**config.mk**
```make
export PLATFORM = sky130hd
export DESIGN_NAME = spi_cmd_controller_flat
export DESIGN_NICKNAME = d
export VERILOG_FILES = /design/src/rtl/spi_cmd_controller_if.sv /design/src/rtl/spi_cmd_controller.sv /design/src/flat_wrapper.sv
export SDC_FILE = /design/constraint.sdc
export NUM_CORES = 1
export LEC_CHECK = 0
export CORE_UTILIZATION = 53
export CTS_CLUSTER_DIAMETER = 40
export DETAILED_ROUTE_END_ITERATION = 10
export MAX_ROUTING_LAYER = met4
export PLACE_DENSITY = 0.91
export SETUP_SLACK_MARGIN = 0.2
export SYNTH_ARGS = -nofsm -noshare
export SYNTH_HDL_FRONTEND = slang
export SYNTH_SLANG_ARGS = --single-unit
```
**constraint.sdc**
```tcl
create_clock -name clk -period 2 [get_ports clk]
set_input_delay 0.3 -clock clk [delete_from_list [all_inputs] [get_ports clk]]
set_output_delay 0.3 -clock clk [all_outputs]
set_load 0.02 [all_outputs]
```
**src/rtl/spi_cmd_controller_if.sv**
```systemverilog
// Bus between spi_cmd_controller and its neighbours: the SPI byte receiver,
// the image buffer write port and the inference core.
// byte_valid/byte_taken: the receiver holds spi_rx_data stable while
// byte_valid=1; the controller pulses byte_taken for one cycle in the cycle it
// samples the byte, and takes nothing more until byte_valid has been seen low.
interface spi_cmd_controller_if #(
  parameter int ADDR_W = 7
);
  logic [7:0]        spi_rx_data;
  logic              byte_valid;
  logic              byte_taken;
  logic              rx_enable;
  logic              buf_we;
  logic [ADDR_W-1:0] buf_addr;
  logic [7:0]        buf_wdata;
  logic              infer_start;
  logic              infer_done;
  logic              img_loaded;
  logic              err_cmd;
  logic              err_timeout;
  logic [1:0]        state_dbg;

  modport master (
    input  spi_rx_data, byte_valid, infer_done,
    output byte_taken, rx_enable, buf_we, buf_addr, buf_wdata,
           infer_start, img_loaded, err_cmd, err_timeout, state_dbg
  );

  modport slave (
    output spi_rx_data, byte_valid, infer_done,
    input  byte_taken, rx_enable, buf_we, buf_addr, buf_wdata,
           infer_start, img_loaded, err_cmd, err_timeout, state_dbg
  );
endinterface

```
**src/rtl/spi_cmd_controller.sv**
```systemverilog
// Command decoder between the SPI byte receiver and the image buffer /
// inference core: LOAD fills the buffer, START launches inference, CLEAR resets flags.
module spi_cmd_controller #(
  parameter int IMG_BYTES      = 128,
  parameter int ADDR_W         = 7,
  parameter int TIMEOUT_CYCLES = 100000
) (
  input logic                  clk,
  input logic                  rst,
  spi_cmd_controller_if.master bus
);

  localparam int TO_W = $clog2(TIMEOUT_CYCLES + 1);

  localparam logic [1:0] S_WAIT_CMD = 2'd0;
  localparam logic [1:0] S_LOAD     = 2'd1;
  localparam logic [1:0] S_INFER    = 2'd2;

  localparam logic [7:0] OP_LOAD  = 8'h01;
  localparam logic [7:0] OP_START = 8'h02;
  localparam logic [7:0] OP_CLEAR = 8'h03;

  localparam logic [ADDR_W-1:0] LAST_ADDR = ADDR_W'(IMG_BYTES - 1);
  localparam logic [TO_W-1:0]   TO_LAST   = TO_W'(TIMEOUT_CYCLES - 1);

  logic [1:0]        r_state;
  logic              r_take_armed;
  logic [ADDR_W-1:0] r_cnt;
  logic [TO_W-1:0]   r_to_cnt;
  logic              r_rx_enable;
  logic              r_buf_we;
  logic [ADDR_W-1:0] r_buf_addr;
  logic [7:0]        r_buf_wdata;
  logic              r_infer_start;
  logic              r_img_loaded;
  logic              r_err_cmd;
  logic              r_err_timeout;
  logic              w_accept;

  assign w_accept = ((r_state == S_WAIT_CMD) || (r_state == S_LOAD)) &&
                    bus.byte_valid && r_take_armed;

  // Gated by rst so every output reads 0 while reset is held.
  assign bus.byte_taken  = w_accept & ~rst;
  assign bus.rx_enable   = r_rx_enable;
  assign bus.buf_we      = r_buf_we;
  assign bus.buf_addr    = r_buf_addr;
  assign bus.buf_wdata   = r_buf_wdata;
  assign bus.infer_start = r_infer_start;
  assign bus.img_loaded  = r_img_loaded;
  assign bus.err_cmd     = r_err_cmd;
  assign bus.err_timeout = r_err_timeout;
  assign bus.state_dbg   = r_state;

  always_ff @(posedge clk or posedge rst) begin
    if (rst) begin
      r_state       <= S_WAIT_CMD;
      r_take_armed  <= 1'b1;
      r_cnt         <= '0;
      r_to_cnt      <= '0;
      r_rx_enable   <= 1'b0;
      r_buf_we      <= 1'b0;
      r_buf_addr    <= '0;
      r_buf_wdata   <= '0;
      r_infer_start <= 1'b0;
      r_img_loaded  <= 1'b0;
      r_err_cmd     <= 1'b0;
      r_err_timeout <= 1'b0;
    end else begin
      r_buf_we      <= 1'b0;
      r_infer_start <= 1'b0;
      r_rx_enable   <= 1'b1;

      // Re-arm only once byte_valid drops, so a late-falling valid is not taken twice.
      if (w_accept)
        r_take_armed <= 1'b0;
      else if (!bus.byte_valid)
        r_take_armed <= 1'b1;

      case (r_state)
        S_WAIT_CMD: begin
          if (w_accept) begin
            case (bus.spi_rx_data)
              OP_LOAD: begin
                r_img_loaded <= 1'b0;
                r_cnt        <= '0;
                r_to_cnt     <= '0;
                r_state      <= S_LOAD;
              end
              OP_START: begin
                if (r_img_loaded) begin
                  r_infer_start <= 1'b1;
                  r_rx_enable   <= 1'b0;
                  r_state       <= S_INFER;
                end else begin
                  r_err_cmd <= 1'b1;
                end
              end
              OP_CLEAR: begin
                r_err_cmd     <= 1'b0;
                r_err_timeout <= 1'b0;
                r_img_loaded  <= 1'b0;
              end
              default: r_err_cmd <= 1'b1;
            endcase
          end
        end

        S_LOAD: begin
          if (w_accept) begin
            r_buf_we    <= 1'b1;
            r_buf_addr  <= r_cnt;
            r_buf_wdata <= bus.spi_rx_data;
            r_to_cnt    <= '0;
            if (r_cnt == LAST_ADDR) begin
              r_img_loaded <= 1'b1;
              r_cnt        <= '0;
              r_state      <= S_WAIT_CMD;
            end else begin
              r_cnt <= r_cnt + 1'b1;
            end
          end else if (r_to_cnt == TO_LAST) begin
            // Partial image is abandoned; buffer contents are not scrubbed.
            r_err_timeout <= 1'b1;
            r_img_loaded  <= 1'b0;
            r_cnt         <= '0;
            r_to_cnt      <= '0;
            r_state       <= S_WAIT_CMD;
          end else begin
            r_to_cnt <= r_to_cnt + 1'b1;
          end
        end

        S_INFER: begin
          r_rx_enable <= bus.infer_done;
          if (bus.infer_done)
            r_state <= S_WAIT_CMD;
        end

        default: r_state <= S_WAIT_CMD;
      endcase
    end
  end

endmodule

```
**src/flat_wrapper.sv**
```systemverilog
// flat-port wrapper written by rule: the top's interface ports become plain ports
module spi_cmd_controller_flat 
#(
  parameter int IMG_BYTES      = 128,
  parameter int ADDR_W         = 7,
  parameter int TIMEOUT_CYCLES = 100000
)
  (clk, rst, bus_spi_rx_data, bus_byte_valid, bus_infer_done, bus_byte_taken, bus_rx_enable, bus_buf_we, bus_buf_addr, bus_buf_wdata, bus_infer_start, bus_img_loaded, bus_err_cmd, bus_err_timeout, bus_state_dbg);
  spi_cmd_controller_if #(.ADDR_W(ADDR_W)) bus_i ();
  input logic clk;
  input logic rst;
  input wire logic [$bits(bus_i.spi_rx_data)-1:0] bus_spi_rx_data;
  input wire logic [$bits(bus_i.byte_valid)-1:0] bus_byte_valid;
  input wire logic [$bits(bus_i.infer_done)-1:0] bus_infer_done;
  output wire logic [$bits(bus_i.byte_taken)-1:0] bus_byte_taken;
  output wire logic [$bits(bus_i.rx_enable)-1:0] bus_rx_enable;
  output wire logic [$bits(bus_i.buf_we)-1:0] bus_buf_we;
  output wire logic [$bits(bus_i.buf_addr)-1:0] bus_buf_addr;
  output wire logic [$bits(bus_i.buf_wdata)-1:0] bus_buf_wdata;
  output wire logic [$bits(bus_i.infer_start)-1:0] bus_infer_start;
  output wire logic [$bits(bus_i.img_loaded)-1:0] bus_img_loaded;
  output wire logic [$bits(bus_i.err_cmd)-1:0] bus_err_cmd;
  output wire logic [$bits(bus_i.err_timeout)-1:0] bus_err_timeout;
  output wire logic [$bits(bus_i.state_dbg)-1:0] bus_state_dbg;
  assign bus_i.spi_rx_data = bus_spi_rx_data;
  assign bus_i.byte_valid = bus_byte_valid;
  assign bus_i.infer_done = bus_infer_done;
  assign bus_byte_taken = bus_i.byte_taken;
  assign bus_rx_enable = bus_i.rx_enable;
  assign bus_buf_we = bus_i.buf_we;
  assign bus_buf_addr = bus_i.buf_addr;
  assign bus_buf_wdata = bus_i.buf_wdata;
  assign bus_infer_start = bus_i.infer_start;
  assign bus_img_loaded = bus_i.img_loaded;
  assign bus_err_cmd = bus_i.err_cmd;
  assign bus_err_timeout = bus_i.err_timeout;
  assign bus_state_dbg = bus_i.state_dbg;
  spi_cmd_controller #(.IMG_BYTES(IMG_BYTES), .ADDR_W(ADDR_W), .TIMEOUT_CYCLES(TIMEOUT_CYCLES)) u_core (.clk(clk), .rst(rst), .bus(bus_i));
endmodule
```
* After elaboration in Yosys (flattened, before gate mapping)
Cells that the tools add are included.
** Word-level totals
- Flip-flop bits (word level) :: 48
- Bits in latches :: 0
- Bits in writable memories :: 0
- Bits in read-only memories :: 0
- Bits of input ports :: 12
- Output and inout port bits :: 24
- Logic and storage cells :: 94
- Memories :: 0
** Operators by class
- Add/sub/neg operators :: 2
- $mul :: 0
- Div/mod/pow operators :: 0
- $lt $le $gt $ge :: 0
- Equality and inequality tests :: 20
- Shift-type cells :: 0
- Mux-type cells :: 44
- Bitwise gates (word level) :: 3
- Reductions and logical operators :: 13
** Operator list (number)
- 2-to-1 mux 17 bit :: 4
- 2-to-1 mux 7 bit :: 5
- one-hot mux 17 bit (2 select lines) :: 1
- 2-to-1 mux 1 bit :: 21
- adder 17 x 1 -> 17 bit (second input constant) :: 1
- equality test 17 bit (second input constant) :: 1
- equality test 8 x 2 -> 1 bit (second input constant) :: 2
- inequality test 2 bit (second input constant) :: 7
- one-hot mux 7 bit (2 select lines) :: 1
- 2-to-1 mux 2 bit :: 6
- AND reduction 5 bit :: 2
- equality test 8 x 1 -> 1 bit (second input constant) :: 1
- AND reduction 4 bit :: 2
- adder 7 x 1 -> 7 bit (second input constant) :: 1
- equality test 7 bit (second input constant) :: 1
- inequality test 3 x 2 -> 1 bit (second input constant) :: 2
- inequality test 3 bit (second input constant) :: 2
- one-hot mux 1 bit (2 select lines) :: 3
- one-hot mux 2 bit (3 select lines) :: 1
- AND reduction 6 bit :: 1
- inequality test 2 x 1 -> 1 bit (second input constant) :: 2
- one-hot mux 2 bit (2 select lines) :: 1
- one-hot mux 1 bit (3 select lines) :: 1
- AND reduction 3 bit :: 1
- other kinds (10) :: 12

* Longest topological paths before layout
- Depth after elaboration :: 6
- Gate-level depth with buffers :: 9
- Depth with buffers taken out :: 7

* Worst setup path after synthesis
No wires, ideal clock.
- Kind :: flip-flop to flip-flop
- From :: register u_core.r_to_cnt[0]
- To :: register u_core.r_to_cnt[6]
- Library setup time :: 0.129 ns
- Arrival :: 1.545 ns
- Required time :: 1.871 ns
- Slack :: 0.326 ns
- Cell stages (with the launch flop) :: 10
- Path buffers :: 2
- Clock period less this slack :: 1.674 ns
- Cells stage by stage :: dfrtp_1 > ha_1 > and2_1 > nor4b_4 > a21o_1 > buf_4 > buf_6 > nor2_1 > o21ai_1 > o21ai_1
** Between the ends
- Cells in the longest elaborated chain, start to end :: 4
- Elaborated cells between the ends (all ways) :: 5
- Classes of those cells :: add/sub: 1; eq/ne: 1; mux: 3
** RTL lines
- from (decl) :: line spi_cmd_controller.sv:29 : logic [TO_W-1:0] r_to_cnt;
- from (signal assigned) :: line spi_cmd_controller.sv:130 : r_to_cnt <= r_to_cnt + 1'b1;
- adder 17 x 1 -> 17 bit or equality test 17 bit (tied branches) :: line spi_cmd_controller.sv:130, spi_cmd_controller.sv:122
- 2-to-1 mux 17 bit (*) :: line spi_cmd_controller.sv:122 : end else if (r_to_cnt == TO_LAST) begin
- 2-to-1 mux 17 bit (*) :: line spi_cmd_controller.sv:110 : if (w_accept) begin
- one-hot mux 17 bit (2 select lines) (*) :: line spi_cmd_controller.sv:80 : case (r_state)
Every way passes the cells marked *; elsewhere a longest branch is shown, timed or not.
A chain may end at the register's enable or synchronous reset.

* Worst setup path after layout
- From :: register u_core.r_to_cnt[0]
- To :: register u_core.r_cnt[3]
** Between the ends
- Cells in the longest elaborated chain, start to end :: 3
** RTL lines
- equality test 17 bit :: line spi_cmd_controller.sv:122
- inequality test 3 x 2 -> 1 bit (no source line)
- AND reduction 4 bit (no source line)
- to (signal assigned) :: line spi_cmd_controller.sv:120 : r_cnt <= r_cnt + 1'b1;
- to (decl) :: line spi_cmd_controller.sv:28 : logic [ADDR_W-1:0] r_cnt;
Every way passes these cells.

==> impl_metrics.yaml <==
final_layout:
  drive_above_1_share_pct: 27.0
  multi_input_area_um2: 1120
  nFillCells: 258
  final_core_util_pct: 76.8
  seqCellArea_um2: 1200
  finalNetCount: 306
  area_growth_syn_to_layout_pct: 37.6
  diodes: 0
  final_cells: 343
drt:
  drt_first_pass_iters: 5
  wl_um: 5930
  route.antenna.remaining_nets: 0
  post-route-drc-count: 0
  vias: 2050
  drtIter0Drc: 192
  viasPerCell: 5.98
  wire_per_inst_um: 17.3
placed_design:
  placedCellCount: 322
  dp.final_hpwl_um: 3600
  place_congestion: 0.878
  port_buffers: 35
clock_tree:
  clock_latency_ns: 0.31
  numClockSinks: 48
  cts_tree: "done"
  postCtsHoldBufs: 0
  clk_pin_slew_ns: 0.10
  htreeDepth: 2
  cts_buffer_depth: 2
  cts-buffers-inserted: 5
  root_buffer: "clkbuf_8"
timing:
  slew_headroom_pct: 64.2
  fin_setup_tns_ns: 0
  holdWs_ns: 0.382
  layout_min_cycle_time_ns: 1.86
  drv_slew: 0
  period_share_pct: 92.9
  grt_setup_unrepaired: "yes"
  fmax_mhz: 538
  worst_pin_slew_ns: 0.536
  finClkSkew_ns: 0.00809
  setup_viol: 0
  finalHoldViolCount: 0
power:
  p_total_mw: 2.22
  ir_drop_mv: 0.397
  cellLeakagePower_nw: 1.44
  powerDensity_nw_per_um2: 712
yosys:
  ys_ff_latch: 48
  synth_top_area_share_pct: 52.0
  synth_top_area_cell: "dfrtp_1"
  synth_cells: 227
  synth.area.top_cells: "dfrtp_1, mux2_2, nand2_1"
  syn-num-nets: 241
  yosysWarnings: 0
  yosysMostFrequentCell: "dfrtp_1"
  synth_async_sr_flop_share_pct: 100
  synth-main-ff-cell: "dfrtp_1"
  synth_edf_count: 0
  synth_common_cells: "dfrtp_1, nand2_1, o21ai_1"
  synth.yosys.seq_area_share_pct: 53.1
  netlist_area_um2: 2260
  ys_types: 38
  avgSynthCellArea_um2: 9.97
worst_setup_path:
  cp.required_ns: 2.20
  arrival_ns: 2.06
  critPathKind: "reg2reg"
  worstPathMaxFanout: 8
  start_kind: "register"
  end_kind: "register"
grt:
  grt-ovfl-total: 0
  grt_pass1_wl_um: 8790
  first_global_vias: 1899
  grt_usage_pct: 27.1
  antenna_found_initial: 0
  grt_max_degree: 26
floorplan:
  die_x_um: 67.4
  die_h_um: 67.4
  rows: 23
  die-area_um2: 4540
  fp.coreArea_um2: 4060
  pin_count: 36
  start_util_pct: 55.8
hold_path:
  hp-class: "in2async"
job:
  max_cap_viol_count: 0
outcome:
  status: "completed"
-- layer usage --
layer | vias up | GRT usage (%) | wire [um]
li1 | 947 | - | -
met1 | 1002 | 31.8 | 2330
met2 | 83 | 46.5 | 3190
met3 | 18 | 6.08 | 287
met4 | 0 | 7.18 | 127
met5 | - | - | 0
-- placed cells by master (no fill, tap or decap), drive strengths merged, types with 2 or more instances in the layout --
cell            n
buf            29
inv             4
xor2            2
clkbuf          6
and3           11
nor4b           3
nor3            3
clkdlybuf4s50  33
ha              2
a21oi          10
nor2           19
and2            3
mux2           14
a31oi           5
nor4            2
o21ai          33
a21o            2
nand3           7
nand4           3
o31ai           4
nand2          37
dfrtp          47
-- state kept, by name, summed over array words and instances (netlist names), 2 cells and up --
register and cells:
u_core.bus.buf_wdata 8, u_core.r_to_cnt 17, u_core.r_cnt 7, u_core.bus.buf_addr 7
u_core.bus.state_dbg 2
-- critical path, cell delays in order (launching register included) --
cell and delay [ns]:
dfrtp_1 0.43, ha_4 0.16, and2_4 0.15, nor4b_4 0.23, buf_4 0.17, a21oi_4 0.09
o2111a_1 0.28, o21ai_1 0.14, o31ai_1 0.09
-- area by class of cell --
class | instances | share of cell area, %
Clock buffer | 5 | 2.21
Clock inverter | 3 | 1.37
Inverter | 4 | 0.482
Multi-Input combinational cell | 169 | 36.1
Sequential cell | 48 | 38.7
Tap cell | 50 | 2.01
Timing Repair Buffer | 64 | 19.2
-- where the power goes --
group	switching [mW]	leakage, nW	internal, mW
sequential	0.0621	0.645	1.04
combinational	0.194	0.746	0.207
clock	0.346	0.0541	0.370
total	0.602	1.44	1.62
-- final timing paths --
check | from | to | slack, ns | depth (start not counted)
min in group clk | u_core.r_to_cnt[16] | u_core.r_to_cnt[16] | 0.48 | 1
hold / removal | rst | u_core.r_cnt[6] | 0.38 | 2
setup reg to reg | u_core.r_to_cnt[0] | u_core.r_cnt[3] | 0.14 | 8
setup / recovery | u_core.r_to_cnt[0] | u_core.r_cnt[3] | 0.14 | 8
max in group asynchronous | rst | u_core.r_to_cnt[5] | 1.09 | 3
hold reg to reg | u_core.r_to_cnt[16] | u_core.r_to_cnt[16] | 0.48 | 1
-- stage by stage --
stage	worst slack [ns]	cell area [um2]
after floorplan	0.326	2260
after global placement	-0.0658	2770
after detailed placement	-0.140	2770
after CTS	0.187	2950
after global routing	0.0885	3120
final	0.143	3120
-- logic make-up after synthesis --
kind of cell,Yosys count,synth area share (%)
AND/OR/NAND/NOR,92,20.5
adder cells (fa/ha/maj),2,1.11
AO/OA/AOI/OAI,59,15.0
XOR/XNOR,2,0.774
flip-flops,48,53.1
buffers and inverters,10,2.49
multiplexers,14,6.97
-- repair_timing --
| action | in CTS | in global routing |
|---|---|---|
| setup buffers | 5 | 8 |
| pin swaps | 2 | 5 |
| endpoints found under the setup margin | 26 | 31 |
| resized for setup | 7 | 29 |
Note: power is estimated with default switching activity, not from simulation.
==> variant, RTL diff (config.mk and constraints unchanged) <==
`TIMEOUT_CYCLES` is set to 100000 in 2 places; all go to 200000.
--- a/src/rtl/spi_cmd_controller.sv
+++ b/src/rtl/spi_cmd_controller.sv
@@ -3,7 +3,7 @@
 module spi_cmd_controller #(
   parameter int IMG_BYTES      = 128,
   parameter int ADDR_W         = 7,
-  parameter int TIMEOUT_CYCLES = 100000
+  parameter int TIMEOUT_CYCLES = 200000
 ) (
   input logic                  clk,
   input logic                  rst,
--- a/src/flat_wrapper.sv
+++ b/src/flat_wrapper.sv
@@ -3,7 +3,7 @@
 #(
   parameter int IMG_BYTES      = 128,
   parameter int ADDR_W         = 7,
-  parameter int TIMEOUT_CYCLES = 100000
+  parameter int TIMEOUT_CYCLES = 200000
 )
   (clk, rst, bus_spi_rx_data, bus_byte_valid, bus_infer_done, bus_byte_taken, bus_rx_enable, bus_buf_we, bus_buf_addr, bus_buf_wdata, bus_infer_start, bus_img_loaded, bus_err_cmd, bus_err_timeout, bus_state_dbg);
   spi_cmd_controller_if #(.ADDR_W(ADDR_W)) bus_i ();
Function: same outputs for any inputs over 10 cycles, from zero or initial values and one cycle with rst high; that may be too few to reach the edited logic, so the function may still have changed.
==> variant against the unedited design <==
- area after synthesis is 3.9% higher
- power rose by 2.1%
- wire length grew 14%
- clock power fell by 15%
- design area rose by 2.2%
- hold slack got worse by 0.029 ns
- sequential power increased by 5%
- die area grew 3.8%
- sequential cell count grew 1
- setup slack worse by 0.048 ns
- non-clock buffer count up 2
- utilization is 0.091 points higher
- critical path depth down 1
- critical endpoint is now u_core.r_to_cnt[8]
- largest power group unchanged
==> variant: results (changes against the unedited design) <==
| Metric | Value |
|---|---|
| Status | `finished, final reports clean (unchanged)` |
| Worst VDD drop | `0.0003773 V (was 0.0003975 V)` |
| Crit-path max cell delay | `0.51 ns (was 0.43 ns)` |
| GRT Total Usage | `0.3104 (was 0.2706)` |
| Comb pwr | `0.000492 W (was 0.000401 W)` |
| Leakage | `1.380 nW (was 1.444 nW)` |
| WP data arrival | `2.12 ns (was 2.06 ns)` |
| Post-synth top cells | `51 x nand2_1, 48 x dfrtp_1, 21 x nor2_1, 21 x o21ai_0, 13 x nand3_1 (was 47 x dfrtp_1, 36 x nand2_1, 25 x o21ai_1)` |
| Area after DPL | `2942 µm² (was 2768 µm²)` |
| Cells after Synth | `249 (was 227)` |
| Post-Place Cells | `355 (was 322)` |
| Drt via density | `6.095 (was 5.977)` |
| Largest net degree at the start of global routing | `50 (was 26)` |
| Setup bufs post-CTS | `2 (was 5)` |
| XOR/XNOR share of the synthesized area | `0.04840 (was 0.007739)` |
| PostCTS Resize Cnt | `16 (was 7)` |
| GR Util met2 | `0.4914 (was 0.4650)` |
| Vias in the first global route | `2103 (was 1899)` |
| Distinct cell type count after synthesis | `43 (was 38)` |
| Clk pwr share | `0.269 (was 0.323)` |
| Layout Skew | `0.005790 ns (was 0.008092 ns)` |
| GRT met3 Usage | `0.07401 (was 0.06081)` |
| Iter 0 DRT Violations | `278 (was 192)` |
| Mux contribution to synthesized area | `0 (was 0.06965)` |
| First-pass GRT wire length | `9.949 mm (was 8.790 mm)` |
| Final WL | `6.788 mm (was 5.932 mm)` |
| Sequential-to-total area share from yosys stat | `0.5218 (was 0.5312)` |
| Gp weighted congestion | `0.8981 (was 0.8781)` |
| Worst reg2reg startpoint | `u_core.r_to_cnt[15] (was u_core.r_to_cnt[0])` |
| Detailed Place HPWL | `4.148 mm (was 3.598 mm)` |
| Met2 Wirelength | `3.335 mm (was 3.187 mm)` |
| Syn_nets | `263 (was 241)` |
| Reg2Reg Depth | `6 (was 8)` |
| Met1 Track Usage GR | `0.3608 (was 0.3183)` |
| Met3 WL | `508 µm (was 287 µm)` |
| Dpl ws | `-0.1819 ns (was -0.1404 ns)` |
[variant: cell type report]
cell class / count / area, µm² / area share
Clock inverter: 2 / 15.01 / 0.004713
Clock buffer: 6 / 72.57 / 0.02278
Inverter: 8 / 30.03 / 0.009427
Timing Repair Buffer: 66 / 605.6 / 0.1901
Multi-Input combinational cell: 186 / 1171 / 0.3676
Sequential cell: 49 / 1229 / 0.3857
Tap cell: 50 / 62.56 / 0.01964
[variant: how the worst max path moves through the flow]
stage                                       start                  end  slack (ns)  cells past startpoint
after detailed placement       bus_spi_rx_data[2]  u_core.r_to_cnt[13]       -0.18                      6
after floorplan           u_core.bus.state_dbg[0]  u_core.r_to_cnt[14]        0.22                      6
after CTS                     u_core.r_to_cnt[15]   u_core.r_to_cnt[8]        0.17                      6
after global routing          u_core.r_to_cnt[15]      u_core.r_cnt[6]       -0.01                      5
after global placement         bus_spi_rx_data[2]  u_core.r_to_cnt[14]       -0.09                      6
final                          bus_spi_rx_data[5]   u_core.r_to_cnt[8]        0.09                      7
